===== src/rtl/imem_loader.sv =====
// Boot loader: turns a length-prefixed byte stream into big-endian instruction words
// written to consecutive imem word addresses, holding the core in reset until the image is complete.
`timescale 1ns/1ps
module imem_loader #(
  parameter int DEPTH = 64
) (
  input  logic        clk,
  input  logic        rst,
  input  logic        start,
  input  logic [7:0]  rx_data,
  input  logic        rx_valid,
  output logic        rx_ready,
  output logic        imem_we,
  output logic [31:0] imem_addr,
  output logic [31:0] imem_wdata,
  output logic        cpu_rst,
  output logic        busy,
  output logic        done,
  output logic        err,
  output logic [15:0] words_loaded
);

  typedef enum logic [2:0] {
    S_IDLE, S_HDR_HI, S_HDR_LO, S_BYTE, S_WRITE, S_DONE, S_ERR
  } state_t;

  state_t      r_state, w_next;
  logic [15:0] r_n;
  logic [15:0] r_words;
  logic [31:0] r_word;
  logic [1:0]  r_bcnt;
  logic        w_xfer;
  logic [15:0] w_hdr;

  assign w_xfer = rx_valid & rx_ready;
  assign w_hdr  = {r_n[15:8], rx_data};

  always_comb begin
    w_next = r_state;
    case (r_state)
      S_IDLE, S_DONE, S_ERR: if (start) w_next = S_HDR_HI;
      S_HDR_HI:              if (w_xfer) w_next = S_HDR_LO;
      S_HDR_LO: begin
        if (w_xfer) begin
          if (w_hdr > 16'(DEPTH))  w_next = S_ERR;
          else if (w_hdr == 16'd0) w_next = S_DONE;
          else                     w_next = S_BYTE;
        end
      end
      S_BYTE:  if (w_xfer && (r_bcnt == 2'd3)) w_next = S_WRITE;
      S_WRITE: w_next = ((r_words + 16'd1) == r_n) ? S_DONE : S_BYTE;
      default: w_next = S_IDLE;
    endcase
  end

  // Reset also clears the data registers so a load aborted by rst leaves no stale word behind.
  always_ff @(posedge clk) begin
    if (rst) begin
      r_state <= S_IDLE;
      r_n     <= 16'd0;
      r_words <= 16'd0;
      r_word  <= 32'd0;
      r_bcnt  <= 2'd0;
    end else begin
      r_state <= w_next;
      case (r_state)
        S_IDLE, S_DONE, S_ERR: if (start) r_words <= 16'd0;
        S_HDR_HI: if (w_xfer) r_n[15:8] <= rx_data;
        S_HDR_LO: begin
          if (w_xfer) r_n[7:0] <= rx_data;
          r_bcnt <= 2'd0;
        end
        S_BYTE: begin
          if (w_xfer) begin
            r_word <= {r_word[23:0], rx_data};
            r_bcnt <= r_bcnt + 2'd1;
          end
        end
        S_WRITE: r_words <= r_words + 16'd1;
        default: ;
      endcase
    end
  end

  // Every output is a decode of state or a register, so rx_valid/start never reach an output.
  assign rx_ready     = (r_state == S_HDR_HI) || (r_state == S_HDR_LO) || (r_state == S_BYTE);
  assign imem_we      = (r_state == S_WRITE);
  assign imem_addr    = {14'd0, r_words, 2'b00};
  assign imem_wdata   = r_word;
  assign cpu_rst      = (r_state != S_DONE);
  assign busy         = rx_ready || imem_we;
  assign done         = (r_state == S_DONE);
  assign err          = (r_state == S_ERR);
  assign words_loaded = r_words;

endmodule


===== config.mk =====
export PLATFORM = sky130hd
export DESIGN_NAME = imem_loader
export DESIGN_NICKNAME = d
export VERILOG_FILES = /design/src/rtl/imem_loader.sv
export SDC_FILE = /design/constraint.sdc
export NUM_CORES = 1
export LEC_CHECK = 0
export ABC_AREA = 1
export ABC_CLOCK_PERIOD_IN_PS = 2350
export BUFFER_PORTS_ARGS = -buffer_cell sky130_fd_sc_hd__clkbuf_2
export CORE_MARGIN = 3
export CORE_UTILIZATION = 40
export CTS_BUF_LIST = sky130_fd_sc_hd__clkbuf_4
export CTS_CLUSTER_DIAMETER = 50
export DETAILED_ROUTE_END_ITERATION = 10
export PLACE_DENSITY = 0.68
export SYNTH_ARGS = -nofsm -noshare
export SYNTH_HDL_FRONTEND = slang
export SYNTH_SLANG_ARGS = --single-unit

===== constraint.sdc =====
create_clock -name clk -period 2.35 [get_ports clk]
set_input_delay 0.235 -clock clk [delete_from_list [all_inputs] [get_ports clk]]
set_output_delay 0.235 -clock clk [all_outputs]
set_load 0.005 [all_outputs]

==> impl_metrics.toml <==
[yosys]
ys_ff_latch = 69
synth_warnings = 0
synth_cell_types = 36
syn-cell-area_um2 = 3734
syn-instance-count = 554
avgSynthCellArea_um2 = 6.739
ys_seq_area_share_pct = 37.00

[route]
drtIter0Drc = 225
avgViaCountPerCell = 5.094
ant_nets = 0
drcViolationCount = 0
wl_mm = 9.725
wl_per_cell_um = 13.38
via_count = 3703
drt_first_pass_iters = 4

[critical_path]
cp-end-kind = "flip-flop"
required_ns = 2.65
r2r_slack_ns = 0.31
crit_arrival_ns = 2.34
crit_type = "reg2reg"
worstRegToRegCells = 14
critPathLaunchType = "flip-flop"
r2r-start = "words_loaded[1]"
rr_endpoint = "r_state[1]"
cp_max_fo = 10

[clocking]
cts_sinks = 69
hold_buffers = 0
clkTransAtPathRegs_ns = 0.13
cts_setup_buffers = 0
cts-root-buf = "clkbuf_4"
cts_tree = "yes"
cts_buffers = 9
cts_resized = 0
cts_max_path_buffers = 2
htree_levels = 3
clk-insertion-delay-late_ns = 0.43

[power]
ir_drop_v = 0.0002713
power_mw = 2.903
p_leak_nw = 1.842
power_density_nw_per_um2 = 692.2

[die]
initial_utilization_pct = 41.99
fp-row-count = 34
die_x_um = 102.6
die_area_um2 = 10530
ios = 98
fp.dieH_um = 102.6
core-area_um2 = 8891

[place]
port_buffers = 81
place.gp.congestion = 0.8772
placed_cells = 711
dp.final_hpwl_mm = 7.103
dpl_worst_slack_ns = 0.3439

[global_routing]
grt_start_max_net_pins = 51
grt_overflow = 0
grt_pass1_vias = 3296
track_usage_pct = 18.18
grt_pass1_wl_mm = 15.20
antenna_found_initial = 0

[worst_hold_path]
holdPathStages = 3
whs_endpoint = "imem_wdata[2]"
hp-start = "rx_data[2]"
hold_class = "in2reg"

[timing]
fin_crit_sh_pct = 86.94
setup_viol = 0
setup_ws_ns = 0.3069
fin_crit_ns = 2.043
fmax_mhz = 489.5
slew_headroom_pct = 63.86
finalMaxSlewViolations = 0
rsz0062_at_grt = "no"
tightest_slew_ns = 0.5421
finClkSkew_ns = 0.01092
final-hold-violation-count = 0
fin_setup_tns_ns = 0
hold_ws_ns = 0.1161

[layout]
final_cell_mix = "138 x nand2_1, 81 x clkbuf_2, 74 x nand3_1"
antennaDiodeCount = 0
area_growth_pct = 12.33
final_common_cell = "nand2_1"
final_nets = 628
drive_gt1_share_pct = 20.68
stdcell_count = 727

[job]
drv_cap = 0

[status]
status = "completed"
[worst max-delay path by stage]
stage                    startpoint         end  slack (ns)  depth (start not counted)
CTS                 words_loaded[1]  r_state[1]        0.33                         14
global route        words_loaded[1]  r_state[1]        0.11                         14
global placement    words_loaded[1]  r_state[1]        0.44                         14
detailed placement  words_loaded[1]  r_state[1]        0.34                         14
finish              words_loaded[1]  r_state[1]        0.31                         14
floorplan           words_loaded[0]  r_state[1]        0.53                         14
[critical path, stage by stage, from the launching register on]
cell and delay, ns:
dfxtp_1 0.44, ha_1 0.24, nand2_2 0.11, nor2_4 0.22, nand4_1 0.16, nand2_1 0.12, nand2_1 0.07, nand2_1 0.06
nand2_1 0.05, nor2_1 0.14, nand3_1 0.08, nand2_1 0.06, nand2_1 0.05, nand2_1 0.06, a21oi_1 0.05
[final cells by class]
cell class / count / area (um^2)
Clock buffer: 9 / 67.56
Tap cell: 108 / 135.1
Sequential cell: 69 / 1381
Fill cell: 939 / 4697
Clock inverter: 7 / 62.56
Multi-Input combinational cell: 402 / 1921
Inverter: 43 / 161.4
Timing Repair Buffer: 89 / 465.4
[power breakdown]
part	switching (mW)	internal (mW)	leakage, nW
sequential	0.0800	1.26	0.557
clock	0.511	0.241	0.0698
combinational	0.529	0.277	1.21
[routing by layer]
metal	up-vias	track usage, %	wire [um]
met3	15	5.345	574
li1	1897	-	-
met2	109	28.95	4422
met4	0	7.064	212
met5	-	0	0
met1	1682	23.20	4516
[cells in the mapped netlist]
cell type / number / area [um^2]
nand2_1: 138 / 518.0
nand3_1: 74 / 370.4
dfxtp_1: 69 / 1381
a21oi_1: 61 / 305.3
nor2_1: 43 / 161.4
inv_1: 41 / 153.9
buf_4: 33 / 247.7
clkbuf_1: 20 / 75.07
o21ai_0: 19 / 95.09
nand4_1: 10 / 62.56
nand2_2: 7 / 43.79
nand3b_1: 4 / 30.03
nor3_1: 4 / 20.02
nor2_2: 3 / 18.77
a21oi_2: 2 / 17.52
buf_2: 2 / 10.01
ha_1: 2 / 25.02
inv_2: 2 / 7.510
nor2_4: 2 / 22.52
nor2_8: 2 / 40.04
a211oi_1: 1 / 7.510
a221oi_1: 1 / 8.760
and2_1: 1 / 6.260
conb_1: 1 / 3.750
nand2_4: 1 / 11.26
nand3_2: 1 / 10.01
nor3_2: 1 / 10.01
nor4_1: 1 / 6.260
o211a_1: 1 / 10.01
o21a_1: 1 / 7.510
o21ai_1: 1 / 5.000
o21bai_2: 1 / 11.26
o22ai_1: 1 / 6.260
or2_2: 1 / 6.260
xnor2_1: 1 / 8.760
xor2_1: 1 / 8.760
[state kept, by name (all words and copies together), names as in the netlist]
name / flops
words_loaded: 16
r_bcnt: 2
imem_wdata: 32
r_n: 16
r_state: 3
[metrics by stage]
stage                     cell area [um^2]  utilization [%]
after global placement                4064            45.71
after CTS                             4194            47.17
final                                 4194            47.17
after floorplan                       3790                -
after global routing                  4194            47.17
after detailed placement              4064            45.71
[cell families after synthesis]
group                      Yosys count  share of synthesized area (%)
and+or+nand+nor                    293                          35.82
buffers and inverters               98                          13.24
AOI/OAI and AO/OA                   89                          12.70
DFF                                 69                          37.00
xor gates and xnor gates             2                         0.4693
adders and majority gates            2                         0.6701
other                                1                         0.1004
Power figures use the tool's default switching activity.
